<file path="config.mk">
export PLATFORM = sky130hd
export DESIGN_NAME = ram_read_scheduler_flat
export DESIGN_NICKNAME = d
export VERILOG_FILES = /design/src/rtl/ram_read_scheduler_if.sv /design/src/rtl/ram_read_scheduler.sv /design/src/flat_wrapper.sv
export SDC_FILE = /design/constraint.sdc
export NUM_CORES = 1
export LEC_CHECK = 0
export ABC_AREA = 1
export BUFFER_PORTS_ARGS = -buffer_cell sky130_fd_sc_hd__clkbuf_2
export CAP_MARGIN = 5
export CORE_MARGIN = 2
export CORE_UTILIZATION = 35
export CTS_CLUSTER_DIAMETER = 100
export DETAILED_ROUTE_END_ITERATION = 16
export GPL_ROUTABILITY_DRIVEN = 0
export PLACE_DENSITY_LB_ADDON = 0.15
export SLEW_MARGIN = 20
export SYNTH_ARGS = -nofsm -noshare
export SYNTH_HDL_FRONTEND = slang
export SYNTH_SLANG_ARGS = --single-unit
</file>
<file path="constraint.sdc">
create_clock -name clk_i -period 2.97 [get_ports clk_i]
set_clock_uncertainty 0.2 [all_clocks]
set_input_delay 0.297 -clock clk_i [delete_from_list [all_inputs] [get_ports clk_i]]
set_output_delay 0.297 -clock clk_i [all_outputs]
set_load 0.01 [all_outputs]
</file>
<file path="src/rtl/ram_read_scheduler_if.sv">
// Handshake/bus bundle for the RAM read scheduler.
// master = scheduler side, slave = RAM/consumer/status side.
interface ram_read_scheduler_if #(
  parameter int DATA_W = 36
);
  logic              buf_ready_i;
  logic [DATA_W-1:0] ram_data_i;
  logic              ram_valid_i;
  logic              ram_ready_o;
  logic              c0_req_i;
  logic              c1_req_i;
  logic [DATA_W-1:0] c0_data_o;
  logic [DATA_W-1:0] c1_data_o;
  logic              c0_valid_o;
  logic              c1_valid_o;
  logic              c0_ready_i;
  logic              c1_ready_i;
  logic              c0_last_o;
  logic              c1_last_o;
  logic [1:0]        grant_o;
  logic              busy_o;
  logic [15:0]       frame_count_o;
  logic [7:0]        drop_count_o;
  logic              overrun_o;
  logic              timeout_o;

  modport master (
    input  buf_ready_i, ram_data_i, ram_valid_i,
    input  c0_req_i, c1_req_i, c0_ready_i, c1_ready_i,
    output ram_ready_o,
    output c0_data_o, c1_data_o, c0_valid_o, c1_valid_o,
    output c0_last_o, c1_last_o,
    output grant_o, busy_o, frame_count_o, drop_count_o,
    output overrun_o, timeout_o
  );

  modport slave (
    output buf_ready_i, ram_data_i, ram_valid_i,
    output c0_req_i, c1_req_i, c0_ready_i, c1_ready_i,
    input  ram_ready_o,
    input  c0_data_o, c1_data_o, c0_valid_o, c1_valid_o,
    input  c0_last_o, c1_last_o,
    input  grant_o, busy_o, frame_count_o, drop_count_o,
    input  overrun_o, timeout_o
  );
endinterface

</file>
<file path="src/rtl/ram_read_scheduler.sv">
// Frame-granular arbiter for the ping-pong RAM read port: grants whole
// frames to c0 (VU meter) or c1 (capture), or flushes unclaimed frames.
// Ports: clk_i, rst_i (sync, active-high), bus (ram_read_scheduler_if.master):
//   RAM side buf_ready_i/ram_data_i/ram_valid_i/ram_ready_o, per-consumer
//   req/data/valid/ready/last, status grant/busy/frame/drop/overrun/timeout.
// Optional stall watchdog: define RAM_SCHED_TIMEOUT_EN.
module ram_read_scheduler #(
  parameter int DATA_W    = 36,
  parameter int FRAME_LEN = 256,
  parameter int TIMEOUT   = 1023
) (
  input  logic clk_i,
  input  logic rst_i,
  ram_read_scheduler_if.master bus
);
  localparam int CW = $clog2(FRAME_LEN);
  localparam logic [CW-1:0] LAST = CW'(FRAME_LEN - 1);

  typedef enum logic [1:0] {IDLE, DRAIN, FLUSH} state_e;

  state_e        state_q, state_d;
  logic          owner_q, owner_d;
  logic          rr_q, rr_d;
  logic          gnt_q, gnt_d;
  logic          pend_q, pend_d;
  logic          ovr_q, ovr_d;
  logic [CW-1:0] cnt_q, cnt_d;
  logic [15:0]   frame_q, frame_d;
  logic [7:0]    drop_q, drop_d;

  logic start, xfer, done, to_hit, any_req;

  assign any_req = bus.c0_req_i || bus.c1_req_i;
  assign start   = pend_q || bus.buf_ready_i;
  assign xfer    = bus.ram_valid_i && bus.ram_ready_o;
  assign done    = xfer && (cnt_q == LAST);

`ifdef RAM_SCHED_TIMEOUT_EN
  localparam int WW = $clog2(TIMEOUT + 1);

  logic [WW-1:0] wd_q, wd_d;
  logic          to_q, to_d;

  // Stall cycles in DRAIN since the last transfer.
  assign to_hit = (state_q == DRAIN) && !xfer
               && (wd_q == WW'(TIMEOUT - 1));

  always_comb begin
    wd_d = '0;
    to_d = to_q || to_hit;
    if (state_q == DRAIN && !xfer) wd_d = wd_q + 1'b1;
  end

  always_ff @(posedge clk_i) begin
    if (rst_i) begin
      wd_q <= '0;
      to_q <= 1'b0;
    end else begin
      wd_q <= wd_d;
      to_q <= to_d;
    end
  end

  assign bus.timeout_o = to_q;
`else
  logic unused_timeout;
  assign unused_timeout = (TIMEOUT == 0);
  assign to_hit = 1'b0;
  assign bus.timeout_o = 1'b0;
`endif

  // State register and bookkeeping flops.
  always_ff @(posedge clk_i) begin
    if (rst_i) begin
      state_q <= IDLE;
      owner_q <= 1'b0;
      rr_q    <= 1'b0;
      gnt_q   <= 1'b0;
      pend_q  <= 1'b0;
      ovr_q   <= 1'b0;
      cnt_q   <= '0;
      frame_q <= '0;
      drop_q  <= '0;
    end else begin
      state_q <= state_d;
      owner_q <= owner_d;
      rr_q    <= rr_d;
      gnt_q   <= gnt_d;
      pend_q  <= pend_d;
      ovr_q   <= ovr_d;
      cnt_q   <= cnt_d;
      frame_q <= frame_d;
      drop_q  <= drop_d;
    end
  end

  // Next state.
  always_comb begin
    state_d = state_q;
    unique case (state_q)
      IDLE:    if (start) state_d = any_req ? DRAIN : FLUSH;
      DRAIN:   if (done) state_d = IDLE;
               else if (to_hit) state_d = FLUSH;
      FLUSH:   if (done) state_d = IDLE;
      default: state_d = IDLE;
    endcase
  end

  // Grant, pending, counters.
  always_comb begin
    owner_d = owner_q;
    rr_d    = rr_q;
    gnt_d   = gnt_q;
    pend_d  = pend_q;
    ovr_d   = 1'b0;
    cnt_d   = cnt_q;
    frame_d = frame_q;
    drop_d  = drop_q;
    if (state_q == IDLE) begin
      if (start) begin
        // A fresh pulse coinciding with a pending start stays queued.
        pend_d = pend_q && bus.buf_ready_i;
        cnt_d  = '0;
        gnt_d  = any_req;
        unique case (1'b1)
          bus.c0_req_i && bus.c1_req_i:  owner_d = rr_q;
          !bus.c0_req_i && bus.c1_req_i: owner_d = 1'b1;
          default:                       owner_d = 1'b0;
        endcase
      end
    end else begin
      if (bus.buf_ready_i) begin
        if (!pend_q) begin
          pend_d = 1'b1;
        end else begin
          ovr_d = 1'b1;
          if (drop_q != 8'hff) drop_d = drop_q + 8'd1;
        end
      end
      if (xfer) cnt_d = cnt_q + 1'b1;
      if (done) begin
        frame_d = frame_q + 16'd1;
        // Only granted frames move the pointer, flushes do not.
        if (gnt_q) rr_d = ~owner_q;
      end
    end
  end

  // Outputs.
  always_comb begin
    bus.ram_ready_o = 1'b0;
    bus.c0_valid_o  = 1'b0;
    bus.c1_valid_o  = 1'b0;
    bus.c0_data_o   = '0;
    bus.c1_data_o   = '0;
    bus.c0_last_o   = 1'b0;
    bus.c1_last_o   = 1'b0;
    bus.grant_o     = 2'b00;
    unique case (state_q)
      DRAIN: begin
        if (owner_q) begin
          bus.grant_o     = 2'b10;
          bus.c1_valid_o  = bus.ram_valid_i;
          bus.c1_data_o   = bus.ram_data_i;
          bus.c1_last_o   = (cnt_q == LAST);
          bus.ram_ready_o = bus.c1_ready_i;
        end else begin
          bus.grant_o     = 2'b01;
          bus.c0_valid_o  = bus.ram_valid_i;
          bus.c0_data_o   = bus.ram_data_i;
          bus.c0_last_o   = (cnt_q == LAST);
          bus.ram_ready_o = bus.c0_ready_i;
        end
      end
      FLUSH:   bus.ram_ready_o = 1'b1;
      default: ;
    endcase
  end

  assign bus.busy_o        = (state_q != IDLE);
  assign bus.frame_count_o = frame_q;
  assign bus.drop_count_o  = drop_q;
  assign bus.overrun_o     = ovr_q;
endmodule

</file>
<file path="src/flat_wrapper.sv">
// flat-port wrapper written by rule: the top's interface ports become plain ports
module ram_read_scheduler_flat 
#(
  parameter int DATA_W    = 36,
  parameter int FRAME_LEN = 256,
  parameter int TIMEOUT   = 1023
)
  (clk_i, rst_i, bus_buf_ready_i, bus_ram_data_i, bus_ram_valid_i, bus_c0_req_i, bus_c1_req_i, bus_c0_ready_i, bus_c1_ready_i, bus_ram_ready_o, bus_c0_data_o, bus_c1_data_o, bus_c0_valid_o, bus_c1_valid_o, bus_c0_last_o, bus_c1_last_o, bus_grant_o, bus_busy_o, bus_frame_count_o, bus_drop_count_o, bus_overrun_o, bus_timeout_o);
  ram_read_scheduler_if #(.DATA_W(DATA_W)) bus_i ();
  input  logic clk_i;
  input  logic rst_i;
  input wire logic [$bits(bus_i.buf_ready_i)-1:0] bus_buf_ready_i;
  input wire logic [$bits(bus_i.ram_data_i)-1:0] bus_ram_data_i;
  input wire logic [$bits(bus_i.ram_valid_i)-1:0] bus_ram_valid_i;
  input wire logic [$bits(bus_i.c0_req_i)-1:0] bus_c0_req_i;
  input wire logic [$bits(bus_i.c1_req_i)-1:0] bus_c1_req_i;
  input wire logic [$bits(bus_i.c0_ready_i)-1:0] bus_c0_ready_i;
  input wire logic [$bits(bus_i.c1_ready_i)-1:0] bus_c1_ready_i;
  output wire logic [$bits(bus_i.ram_ready_o)-1:0] bus_ram_ready_o;
  output wire logic [$bits(bus_i.c0_data_o)-1:0] bus_c0_data_o;
  output wire logic [$bits(bus_i.c1_data_o)-1:0] bus_c1_data_o;
  output wire logic [$bits(bus_i.c0_valid_o)-1:0] bus_c0_valid_o;
  output wire logic [$bits(bus_i.c1_valid_o)-1:0] bus_c1_valid_o;
  output wire logic [$bits(bus_i.c0_last_o)-1:0] bus_c0_last_o;
  output wire logic [$bits(bus_i.c1_last_o)-1:0] bus_c1_last_o;
  output wire logic [$bits(bus_i.grant_o)-1:0] bus_grant_o;
  output wire logic [$bits(bus_i.busy_o)-1:0] bus_busy_o;
  output wire logic [$bits(bus_i.frame_count_o)-1:0] bus_frame_count_o;
  output wire logic [$bits(bus_i.drop_count_o)-1:0] bus_drop_count_o;
  output wire logic [$bits(bus_i.overrun_o)-1:0] bus_overrun_o;
  output wire logic [$bits(bus_i.timeout_o)-1:0] bus_timeout_o;
  assign bus_i.buf_ready_i = bus_buf_ready_i;
  assign bus_i.ram_data_i = bus_ram_data_i;
  assign bus_i.ram_valid_i = bus_ram_valid_i;
  assign bus_i.c0_req_i = bus_c0_req_i;
  assign bus_i.c1_req_i = bus_c1_req_i;
  assign bus_i.c0_ready_i = bus_c0_ready_i;
  assign bus_i.c1_ready_i = bus_c1_ready_i;
  assign bus_ram_ready_o = bus_i.ram_ready_o;
  assign bus_c0_data_o = bus_i.c0_data_o;
  assign bus_c1_data_o = bus_i.c1_data_o;
  assign bus_c0_valid_o = bus_i.c0_valid_o;
  assign bus_c1_valid_o = bus_i.c1_valid_o;
  assign bus_c0_last_o = bus_i.c0_last_o;
  assign bus_c1_last_o = bus_i.c1_last_o;
  assign bus_grant_o = bus_i.grant_o;
  assign bus_busy_o = bus_i.busy_o;
  assign bus_frame_count_o = bus_i.frame_count_o;
  assign bus_drop_count_o = bus_i.drop_count_o;
  assign bus_overrun_o = bus_i.overrun_o;
  assign bus_timeout_o = bus_i.timeout_o;
  ram_read_scheduler #(.DATA_W(DATA_W), .FRAME_LEN(FRAME_LEN), .TIMEOUT(TIMEOUT)) u_core (.clk_i(clk_i), .rst_i(rst_i), .bus(bus_i));
endmodule
</file>
== Yosys cells after proc, flatten, opt, wreduce, memory -nomap -nowiden ==
Cells that the tools add are included.

* Flip-flop bits (word level): 39
* Latch bits: 0
* RAM bits: 0
* Memory bits (read-only): 0
* Input port bits: 44
* Output and inout bits: 106
* Logic and storage cells: 70
* Memories kept: 0

* $add $sub $neg: 3
* Multipliers: 0
* Divide/modulo/power cells: 0
* $lt $le $gt $ge: 0
* Equal/unequal tests: 6
* Shift-type cells: 0
* Muxes and demuxes: 28
* Bitwise logic cells: 3
* Reduce and logical (&&, ||, !) cells: 21

{| class="wikitable"
|+ Operators by type and width
! kind !! number
|-
| 36-bit 2-to-1 mux || 4
|-
| 8-bit 2-to-1 mux || 3
|-
| 16-bit by 1-bit adder with 16-bit output (second input constant) || 1
|-
| 8-bit by 1-bit adder with 8-bit output (second input constant) || 2
|-
| 1-bit 2-to-1 mux || 13
|-
| 2-bit 2-to-1 mux || 5
|-
| 2-bit AND reduction || 5
|-
| 8-bit equality test (second input constant) || 1
|-
| 8-bit inequality test (second input constant) || 1
|-
| 2-bit nonzero test || 3
|-
| 1-bit logical AND || 5
|-
| 2-bit by 1-bit inequality test with 1-bit output (second input constant) || 2
|-
| 1-bit case mux with 2 select lines || 2
|-
| 2-bit case mux with 2 select lines || 1
|-
| 4-bit AND reduction || 1
|-
| 1-bit inverter || 3
|-
| 3-bit AND reduction || 1
|-
| 3-bit OR reduction || 1
|-
| 2-bit by 1-bit equality test with 1-bit output (second input constant) || 1
|-
| 2-bit equality test (second input constant) || 1
|-
| 2-bit logical NOT || 1
|-
| 1-bit logical OR || 2
|-
| 2-bit OR reduction || 1
|-
| 1-bit logical NOT || 1
|}

== Logic depth before layout (Yosys ltp) ==
* Depth after elaboration: 6
* Depth in mapped cells: 11
* Mapped depth without buffers: 10

== Worst setup path after synthesis ==
Ideal clock, no wire load.

* Path kind: register to output
* Start: reg u_core.state_q[1]
* End: out bus_grant_o[1]
* Arrival: 1,369 ps
* Required time: 2,473 ps
* Slack: 1,104 ps
* Cell stages (with the launch flop): 7
* Buffers on the path: 2
* Path through: dfxtp_1 > inv_1 > ha_1 > nand2_1 > clkbuf_1 > clkbuf_1 > inv_1

* Longest elaborated chain between the ends: 2

{| class="wikitable"
|+ Ends and longest elaborated chain
! element !! line !! source
|-
| start: declaration || ram_read_scheduler.sv:21 || <nowiki>state_e state_q, state_d;</nowiki>
|-
| start signal: assignment || ram_read_scheduler.sv:85 || <nowiki>state_q <= state_d;</nowiki>
|-
| 2-bit by 1-bit equality test with 1-bit output || ram_read_scheduler.sv:159 || <nowiki>unique case (state_q)</nowiki>
|-
| 2-bit 2-to-1 mux || ram_read_scheduler.sv:159 ||
|-
| end: declaration || flat_wrapper.sv:26 || <nowiki>output wire logic [$bits(bus_i.grant_o)-1:0] bus_grant_o;</nowiki>
|}

No other way between the ends.

== Worst setup path after layout ==
* Start: reg u_core.state_q[1]
* End: out bus_c1_data_o[15]

* Longest elaborated chain between the ends: 2

{| class="wikitable"
|+ Ends and longest elaborated chain
! element !! line !! source
|-
| 2-bit by 1-bit equality test with 1-bit output || ram_read_scheduler.sv:159 ||
|-
| 36-bit 2-to-1 mux || ram_read_scheduler.sv:159 ||
|-
| end: declaration || flat_wrapper.sv:21 || <nowiki>output wire logic [$bits(bus_i.c1_data_o)-1:0] bus_c1_data_o;</nowiki>
|}

No other way between the ends.

==> impl_results.md <==
- Outcome: completed
- Worst relative slew slack: 0.6379
- Seq cells post-synth: 39
- Crit Reg-Reg Endpoint: u_core.bus.frame_count_o[8]
- HP Start: bus_buf_ready_i
- Worst Path Buf+Inv: 3
- Std-Cell Rows: 31
- Post-route DRC: 0
- Number of setup violations in the final report: 0
- Post-synthesis adder-cell area fraction: 0.02925
- PwrDens: 331.6 mW/mm²
- CP endpoint kind: output port
- Critical Path Source Type: flip-flop
- Final Cell Area: 0.003466 mm²
- Tot GR Track Use: 0.1802
- Vias/cell: 4.602
- Grt ovf: 0
- Post-CTS Hold Fix Bufs: 0
- Clock tree buffer depth: 2
- Synth unique cells: 35
- Vias: 3102
- Worst hold path stage count: 3
- Die Y: 89.63 µm
- Multiplexer share of the synthesized area: 0
- Drt initial violations: 81
- FFs w/ async S/R, synth: 0
- Period utilisation layout: 0.7505
- Worst path required time: 2.47 ns
- Top post-synthesis cells by area: dfxtp_1, nor2_1, nand2_1
- Clk sinks: 39
- Ys Warns: 0
- Number of global-route vias before repair: 2451
- Post-synth top area cell: dfxtp_1
- CTS root buf: clkbuf_8
- Register-to-Register Path Depth: 8
- Synth Area per Inst: 5.968 µm²
- Crit path DAT: 1.73 ns
- Hold crit path type: in2reg
- Post-synth top cells: nor2_1, nand2_1, inv_1, dfxtp_1, a21oi_1
- 1st-pass router iterations: 4
- CTS tree: done
- Post-synthesis instance total: 430
- Post-DRT Antenna Nets: 0
- CTS H-Tree Depth: 2
- Port-buffer cells: 148
- Fmax achieved: 448.6 MHz
- Reg2reg start: u_core.bus.frame_count_o[0]
- Simple-gate portion of the synthesized area: 0.4061
- Top-count cell post-synth: nor2_1
- CP Class: reg2out
- Die Wd: 89.63 µm
- Worst-margin pin slew: 0.5426 ns
- Syn Nets: 480
- Period minus WS final: 2.229 ns
- Synth top area share: 0.3042
- Pin count of the biggest net entering global routing: 40
- Post-Route WL: 7908 µm
- Layout area overhead: 35.06%
- Largest family of logic cells by synthesized area: simple AND/OR/NAND/NOR gates
- Io pins: 150
- Sequential fraction of the synthesis area: 0.3042
- Setup bufs post-CTS: 0
- Unrepaired setup endpoints after global routing: false
- Initial core utilization: 0.3576
- Layout Utilization: 0.4830
- Max incr delay on CP: 0.37 ns
- Post-synth EDFFs: 0
- Slowest cell on the critical path: buf_4
- Post-Syn Area: 0.002566 mm²
- Max cap viols: 0
- Max-slew violations: 0
- Resized cells post-CTS: 0
- Clk slew on worst S/H paths: 0.07 ns
- Fin. Hold Viols: 0
- Nets: 624
- Worst R2R Setup Slack: 1.05 ns
- Fin Hold WS: 0.06356 ns
- CTS Buf Count: 5
- Routed len/inst: 11.73 µm
- Leak pwr: 1.896 nW
- Compound-Gate Fraction of Synth Area: 0.09703
- Die ar.: 0.008033 mm²
- Peak supply drop: 0.2361 mV
- Critical path depth: 6
- Diode count: 0
- Placeable Area: 0.007176 mm²
- DP Area: 0.003385 mm²
- Primary FF master, synth: dfxtp_1
- Hold Path End: u_core.bus.overrun_o
- First-pass GRT wire length: 11470 µm
- Cell breakdown of the critical path: inv_1 -> ha_1 -> nand2_1 -> buf_4 -> nor2_1 -> clkbuf_2
- Worst Path Max Fanout: 35
- Layout cells sized above 1: 0.3009
- Initial antenna violation count: 0
- Post-DP HPWL: 6357 µm
- Delay-heaviest family, CP: buffers and inverters
- Xor/xnor share of the synthesized area: 0.02389
- Worst-skew pair later-pin latency: 0.28 ns
- Setup_tns: 0 ns
layout make-up:
| cell class | instances | area [µm²] |
|---|---|---|
| Sequential cell | 39 | 780.7 |
| Inverter | 78 | 292.8 |
| Multi-Input combinational cell | 300 | 1431 |
| Clock buffer | 7 | 76.32 |
| Fill cell | 785 | 3710 |
| Clock inverter | 1 | 5.005 |
| Timing Repair Buffer | 150 | 755.7 |
| Tap cell | 99 | 123.9 |
state kept, by name (all words and copies together) (netlist names):
signal and cells:
u_core.bus.frame_count_o 16, u_core.gnt_q 1, u_core.bus.drop_count_o 8, u_core.rr_q 1, u_core.pend_q 1, u_core.cnt_q 8
u_core.bus.overrun_o 1, u_core.state_q 2, u_core.owner_q 1
worst register-to-register path, stage by stage (launching register included):
cell,delay [ns]
dfxtp_1,0.42
ha_1,0.22
nand2_1,0.09
nor3b_2,0.37
nand2_1,0.14
nor2_1,0.17
nand3_1,0.09
nand2_1,0.07
nor2_1,0.04
routing by layer:
metal  routed length [µm]  vias up  part of all wire  global-route usage
met5                    0        -                 0                   0
met4                   63        0            0.0080             0.03392
met3                  628        6             0.079             0.04479
met2                 3863       96              0.49              0.3255
met1                 3353     1390              0.42              0.2173
li1                     -     1610                 -                   -
power by group:
part	internal, W	leakage, nW	total, W	switching, W
clock	0.000165	0.0422	0.000346	0.000181
sequential	0.000530	0.315	0.000537	0.00000705
combinational	0.0000934	1.54	0.000266	0.000172
stage by stage:
stage | total power (W) | setup slack (ns) | instances
floorplan | 0.0007062 | 1.104 | 430
global placement | 0.0008164 | 1.061 | 666
detailed placement | 0.0008171 | 1.045 | 666
CTS | 0.001162 | 0.7339 | 674
global route | 0.001224 | 0.5974 | 674
finish | 0.001149 | 0.7410 | 674
cell usage in the layout, fill, tap and decap left out, types with 2 or more instances in the layout:
cell type | synthesis | layout
clkbuf_1 | 9 | 2
o21ai_0 | 9 | 9
inv_1 | 72 | 72
nand2_1 | 81 | 81
nand3_1 | 20 | 20
nand4_2 | 2 | 2
nor2_4 | 2 | 2
o21ai_1 | 3 | 3
buf_4 | 1 | 2
nor4_1 | 2 | 2
xor2_1 | 5 | 5
nand4_1 | 3 | 3
a21oi_1 | 32 | 32
xnor2_1 | 2 | 2
clkbuf_2 | 0 | 148
nor3_2 | 2 | 2
ha_1 | 6 | 6
clkbuf_8 | 0 | 5
nor2_1 | 112 | 112
inv_2 | 6 | 6
dfxtp_1 | 39 | 39
nor3_1 | 7 | 7
logic make-up (layout without fill, tap and decap cells):
logic type	count (synthesis)	in the layout
flip-flops	39	39
other	1	1
buffers and inverters	91	236
adder cells (fa/ha/maj)	6	6
XOR/XNOR	7	7
AND/OR/NAND/NOR	238	238
AO/OA/AOI/OAI	48	48
worst max-delay path by stage:
stage | from | end | slack, ns
floorplan | u_core.state_q[1] | bus_grant_o[1] | 1.10
finish | u_core.state_q[1] | bus_c1_data_o[15] | 0.74
global route | u_core.state_q[1] | bus_grant_o[1] | 0.60
CTS | u_core.state_q[1] | bus_c1_data_o[15] | 0.73
global placement | u_core.state_q[1] | bus_c1_data_o[15] | 1.06
detailed placement | u_core.state_q[1] | bus_c1_data_o[15] | 1.05
No activity file was read; power rests on OpenSTA's default activity.
